### config.mk
export PLATFORM = sky130hd
export DESIGN_NAME = pipeline_event_counter
export DESIGN_NICKNAME = d
export VERILOG_FILES = /design/src/rtl/cpu_perf_pkg.sv /design/src/rtl/sat_counter.sv /design/src/rtl/pipeline_event_counter.sv
export SDC_FILE = /design/constraint.sdc
export NUM_CORES = 1
export LEC_CHECK = 0
export BUFFER_PORTS_ARGS = -buffer_cell sky130_fd_sc_hd__clkbuf_2
export CELL_PAD_IN_SITES_DETAIL_PLACEMENT = 1
export CELL_PAD_IN_SITES_GLOBAL_PLACEMENT = 1
export CORE_UTILIZATION = 43
export CTS_CLUSTER_DIAMETER = 150
export DETAILED_ROUTE_END_ITERATION = 10
export PLACE_DENSITY_LB_ADDON = 0.1
export SLEW_MARGIN = 20
export SYNTH_ARGS = -nofsm -noshare
export SYNTH_HDL_FRONTEND = slang
export SYNTH_HIERARCHICAL = 1
export SYNTH_SLANG_ARGS = --single-unit
### constraint.sdc
create_clock -name clk_i -period 2.7 [get_ports clk_i]
set_clock_uncertainty 0.15 [all_clocks]
set_input_delay 0.27 -clock clk_i [delete_from_list [all_inputs] [get_ports clk_i]]
set_output_delay 0.27 -clock clk_i [all_outputs]
set_load 0.03 [all_outputs]
### src/rtl/cpu_perf_pkg.sv
// Shared encodings for the pipeline event monitor: read-select codes and FSM states.
`timescale 1ns/100ps
package cpu_perf_pkg;

  localparam logic [2:0] SEL_CYCLE  = 3'd0;
  localparam logic [2:0] SEL_STALL  = 3'd1;
  localparam logic [2:0] SEL_FLUSH  = 3'd2;
  localparam logic [2:0] SEL_RETIRE = 3'd3;
  localparam logic [2:0] SEL_HALTPC = 3'd4;

  typedef enum logic [1:0] {
    ST_IDLE   = 2'd0,
    ST_COUNT  = 2'd1,
    ST_HALTED = 2'd2
  } state_t;

endpackage

### src/rtl/sat_counter.sv
// Saturating up-counter with synchronous clear; sticks at all-ones instead of wrapping.
`timescale 1ns/100ps
module sat_counter #(
  parameter int W = 32
) (
  input  logic         clk_i,
  input  logic         rst_i,
  input  logic         clr_i,
  input  logic         inc_i,
  output logic [W-1:0] cnt_o
);

  always_ff @(posedge clk_i or posedge rst_i) begin
    if (rst_i) begin
      cnt_o <= '0;
    end else if (clr_i) begin
      cnt_o <= '0;
    end else if (inc_i && (cnt_o != '1)) begin
      cnt_o <= cnt_o + W'(1);
    end
  end

endmodule

### src/rtl/pipeline_event_counter.sv
// Event monitor beside the MIPS pipeline: counts cycles, load-use stalls, flushes and
// retirements while the CPU runs, halting after a fixed cycle budget and latching the PC there.
`timescale 1ns/100ps
module pipeline_event_counter
  import cpu_perf_pkg::*;
#(
  parameter int CNT_W      = 32,
  parameter int MAX_CYCLES = 30
) (
  input  logic             clk_i,
  input  logic             rst_i,
  input  logic             start_i,
  input  logic             stall_i,
  input  logic             jump_i,
  input  logic             branch_i,
  input  logic             flush_i,
  input  logic             retire_i,
  input  logic [31:0]      pc_i,
  input  logic             clear_i,
  input  logic [2:0]       sel_i,
  output logic [CNT_W-1:0] rd_data_o,
  output logic             halted_o,
  output logic             busy_o,
  output state_t           dbg_state_o
);

  generate
    if (MAX_CYCLES < 1) begin : g_bad_max_cycles
      $error("pipeline_event_counter: MAX_CYCLES must be at least 1");
    end
  endgenerate

  // The budget runs on its own non-saturating counter so a narrow CNT_W cannot stall the halt.
  localparam int            BW   = $clog2(MAX_CYCLES + 1);
  localparam logic [BW-1:0] LAST = BW'(MAX_CYCLES - 1);

  state_t           state;
  state_t           next_state;
  logic             halted_d;
  logic             busy_d;
  logic             count_en;
  logic             halt_edge;
  logic [BW-1:0]    budget;
  logic [31:0]      halt_pc;
  logic [CNT_W-1:0] cycle_cnt;
  logic [CNT_W-1:0] stall_cnt;
  logic [CNT_W-1:0] flush_cnt;
  logic [CNT_W-1:0] retire_cnt;

  assign count_en  = (state == ST_COUNT) && start_i && !clear_i;
  assign halt_edge = count_en && (budget == LAST);

  always_ff @(posedge clk_i or posedge rst_i) begin
    if (rst_i) begin
      state    <= ST_IDLE;
      halted_o <= 1'b0;
      busy_o   <= 1'b0;
    end else begin
      state    <= next_state;
      halted_o <= halted_d;
      busy_o   <= busy_d;
    end
  end

  always_comb begin
    next_state = state;
    if (clear_i) begin
      next_state = ST_IDLE;
    end else begin
      case (state)
        ST_IDLE:   if (start_i) next_state = ST_COUNT;
        ST_COUNT: begin
          if (!start_i)       next_state = ST_IDLE;
          else if (halt_edge) next_state = ST_HALTED;
        end
        ST_HALTED: next_state = ST_HALTED;
        default:   next_state = ST_IDLE;
      endcase
    end
  end

  // Status flags are decoded from the next state so they line up with the state register.
  always_comb begin
    halted_d = (next_state == ST_HALTED);
    busy_d   = (next_state == ST_COUNT);
  end

  assign dbg_state_o = state;

  always_ff @(posedge clk_i or posedge rst_i) begin
    if (rst_i) begin
      budget  <= '0;
      halt_pc <= '0;
    end else if (clear_i) begin
      budget  <= '0;
      halt_pc <= '0;
    end else begin
      if (count_en)  budget  <= budget + BW'(1);
      if (halt_edge) halt_pc <= pc_i;
    end
  end

  sat_counter #(.W(CNT_W)) u_cycle (
    .clk_i (clk_i), .rst_i (rst_i), .clr_i (clear_i),
    .inc_i (count_en), .cnt_o (cycle_cnt)
  );

  // A stall raised alongside a jump or branch is a control hazard, not a load-use stall.
  sat_counter #(.W(CNT_W)) u_stall (
    .clk_i (clk_i), .rst_i (rst_i), .clr_i (clear_i),
    .inc_i (count_en && stall_i && !jump_i && !branch_i), .cnt_o (stall_cnt)
  );

  sat_counter #(.W(CNT_W)) u_flush (
    .clk_i (clk_i), .rst_i (rst_i), .clr_i (clear_i),
    .inc_i (count_en && flush_i), .cnt_o (flush_cnt)
  );

  sat_counter #(.W(CNT_W)) u_retire (
    .clk_i (clk_i), .rst_i (rst_i), .clr_i (clear_i),
    .inc_i (count_en && retire_i), .cnt_o (retire_cnt)
  );

  always_comb begin
    rd_data_o = '0;
    case (sel_i)
      SEL_CYCLE:  rd_data_o = cycle_cnt;
      SEL_STALL:  rd_data_o = stall_cnt;
      SEL_FLUSH:  rd_data_o = flush_cnt;
      SEL_RETIRE: rd_data_o = retire_cnt;
      SEL_HALTPC: rd_data_o = CNT_W'(halt_pc);
      default:    rd_data_o = '0;
    endcase
  end

endmodule

==> results.json <==
{
  "yosys.area.top_type": "dfrtp_1",
  "worstSetupPathType": "reg -> reg",
  "multi_input_area_um2": 5740,
  "p_leak_nw": 4.93,
  "status": "finished, final reports clean",
  "crit_required_ps": 2900,
  "htree_levels": 4,
  "worstMarginPinSlew_ps": 676,
  "fin_crit_ps": 2600,
  "ys_async_sr_fraction_pct": 100,
  "slew_violations": 0,
  "ys_warn_count": 6,
  "p_per_area_nw_per_um2": 420,
  "cts_tree": "built",
  "wire_per_inst_um": 21.3,
  "portBuffers": 79,
  "drtIter0Drc": 472,
  "dieWidth_um": 157,
  "drtAntennaViolNets": 0,
  "grt_use_total_pct": 28.8,
  "clk_pin_slew_ps": 80,
  "synth_area_per_cell_um2": 9.29,
  "vias_per_cell": 6.11,
  "max_slew_margin_pct": 54.9,
  "dp.cells": 1554,
  "dp.final_hpwl_um": 24500,
  "clock_path_buffers": 2,
  "hp-class": "in -> reg",
  "fmax_mhz": 385,
  "grt.overflow.total": 0,
  "synthDistinctLibCells": 51,
  "drive_gt1_share_pct": 21.9,
  "dr.pass1.iters": 5,
  "vias": 9912,
  "seq_area_um2": 4230,
  "crit_path_end_kind": "flip-flop",
  "yosys.area.top_type_share_pct": 40.7,
  "hold_violations": 0,
  "nFillCells": 2739,
  "syn_area_um2": 10400,
  "maxCapViolations": 0,
  "clk_latency_ps": 440,
  "seq_area_frac_synth_pct": 40.7,
  "remaining_drc_errors": 0,
  "cp_max_fo": 14,
  "cts_sinks": 169,
  "finalWirelength_um": 34600,
  "crit_slowest_cell": "or4_4",
  "cts-root-buf": "clkbuf_16",
  "rsz0062_at_grt": "false",
  "numCtsBuffers": 17,
  "ios": 80,
  "start_util_pct": 44.1,
  "ir_worst_vdd_v": 0.000256,
  "cp_num_buf_inv": 0,
  "synthFlopType": "dfrtp_1",
  "synthTopCellsByArea": "dfrtp_1 (41%), a21oi_1 (6.8%), o31ai_1 (4.3%), or4_1 (4.1%), nand2b_1 (3.9%)",
  "instances_no_fill": 1623,
  "final.period_utilization_pct": 96.3,
  "rows": 56,
  "worstPathCellList": "nand4_2 > or4_4 > or3_4 > or4_1 > a21oi_1",
  "place_congestion": 0.857,
  "postSynthCellCount": 1117,
  "syn_to_final_growth_pct": 21.6,
  "antenna_found_initial": 2,
  "grt_pass1_wl_um": 54400,
  "core-area_um2": 23500,
  "nets": 1339,
  "grt_max_degree": 74,
  "synth_edf_count": 0,
  "setup_viol": 0,
  "grt_pass1_vias": 9859,
  "critPathMaxStageDelay_ps": 560,
  "cp.arrival_ps": 2800,
  "syn_nets": 1167,
  "crit_family": "simple AND/OR/NAND/NOR gates",
  "die_height_um": 157,
  "fin_setup_tns_ps": 0,
  "synth_seq_cells": 169,
  "start_kind": "flip-flop",
  "die_area_um2": 24800
}
-- where the power goes --
| part | internal [mW] | leakage, nW | total (mW) | switching (mW) |
|---|---|---|---|---|
| Sequential | 2.53 | 2.36 | 2.54 | 0.00418 |
| Clock | 1.26 | 0.271 | 2.42 | 1.16 |
| Combinational | 0.127 | 2.30 | 0.348 | 0.221 |
| Total | 3.92 | 4.93 | 5.30 | 1.39 |
-- area by class of cell --
| type | instances | share of cell area (%) |
|---|---|---|
| repair buffers | 216 | 12.3 |
| clock inverters | 13 | 0.853 |
| inverters | 35 | 1.04 |
| flip-flops and latches | 169 | 33.5 |
| diodes | 2 | 0.0397 |
| clock buffers | 19 | 3.59 |
| well taps | 319 | 3.16 |
| multi-input cells | 850 | 45.5 |
-- worst register-to-register path: stages, from the launching register on --
cell     delay [ps]
dfrtp_1         470
nand4_2         220
or4_4           560
or3_4           430
or4_1           510
a21oi_1         160
-- kinds of logic after synthesis --
group / count (synthesis) / synth area share [%]
compound gates: 347 / 20.8
xor+xnor: 14 / 1.18
fa+ha+maj: 6 / 0.723
buf+inv: 98 / 4.52
flops: 169 / 40.7
mux: 68 / 6.93
simple gates: 415 / 25.1
-- stage by stage --
step           setup slack (ps)  hold slack (ps)  cell area (µm²)  power [mW]  utilization (%)
2_1_floorplan              11.4              236            10400        2.77                -
3_3_place_gp                125              351            11700        2.89             49.5
3_5_place_dp               57.1              366            11700        2.90             49.5
4_1_cts                    21.2             98.7            12600        5.33             53.3
5_1_grt                    5.55              143            12600        5.47             53.6
6_report                    100              101            12600        5.30             53.6
-- cell usage after synthesis (all sizes together), types with 31 or more instances --
master / instances
dfrtp: 169
a21oi: 142
a22oi: 31
or3: 54
nand3: 43
nand2b: 64
o21ai: 50
nor3b: 31
mux2i: 37
mux2: 31
o31ai: 60
or4: 60
o22ai: 32
clkbuf: 34
nand2: 45
inv: 35
-- timing repair --
item | in CTS | in global routing
setup buffers | 0 | 1
endpoints found under the hold margin | 169 | 0
setup endpoints to repair | 0 | 28
gates resized for setup | 0 | 10
hold buffers | 34 | 0
-- path summary, 6_finish.rpt --
| check | start | endpoint | slack, ps | cells after the start |
|---|---|---|---|---|
| min in group asynchronous | rst_i | halt_pc[27]$_DFFE_PP0P_ | 450 | 3 |
| max reg2reg | u_flush/cnt_o[4]$_DFFE_PP0P_ | u_flush/cnt_o[30]$_DFFE_PP0P_ | 100 | 5 |
| max | u_flush/cnt_o[4]$_DFFE_PP0P_ | u_flush/cnt_o[30]$_DFFE_PP0P_ | 100 | 5 |
| min reg2reg | halt_pc[10]$_DFFE_PP0P_ | halt_pc[10]$_DFFE_PP0P_ | 400 | 2 |
| max in group asynchronous | rst_i | u_retire/cnt_o[16]$_DFFE_PP0P_ | 1260 | 4 |
| min | start_i | budget[2]$_DFFE_PP0P_ | 100 | 4 |
-- cell usage in the layout, fill, tap and decap left out, types with 25 or more instances in the layout --
| cell | instances |
|---|---|
| inv_1 | 34 |
| or4_1 | 56 |
| mux2i_1 | 37 |
| a21oi_1 | 141 |
| nor3b_1 | 31 |
| a22oi_1 | 31 |
| nand2b_1 | 64 |
| nand3_1 | 43 |
| o22ai_1 | 32 |
| o21ai_0 | 50 |
| dfrtp_1 | 167 |
| or3_1 | 50 |
| dlygate4sd3_1 | 34 |
| o31ai_1 | 57 |
| nand2_1 | 45 |
| nand4_1 | 25 |
| buf_4 | 100 |
| clkbuf_2 | 77 |
| mux2_2 | 31 |
| nor2_1 | 27 |
-- per-layer routing --
metal  vias to the layer above  wire [µm]  track usage, %
li1                       4632          -               -
met1                      5025      15700            39.2
met2                       212      16700            47.0
met3                        43       1580            4.57
met4                         0        737            8.09
met5                         -          0               0
-- flip-flops by register name, indices dropped and copies added, names as in the netlist --
register and flops:
budget 5, busy_o 1, dbg_state_o 2, halt_pc 32, halted_o 1, u_cycle/cnt_o 32, u_flush/cnt_o 32, u_retire/cnt_o 32
u_stall/cnt_o 32
Note: power is estimated with default switching activity, not from simulation.
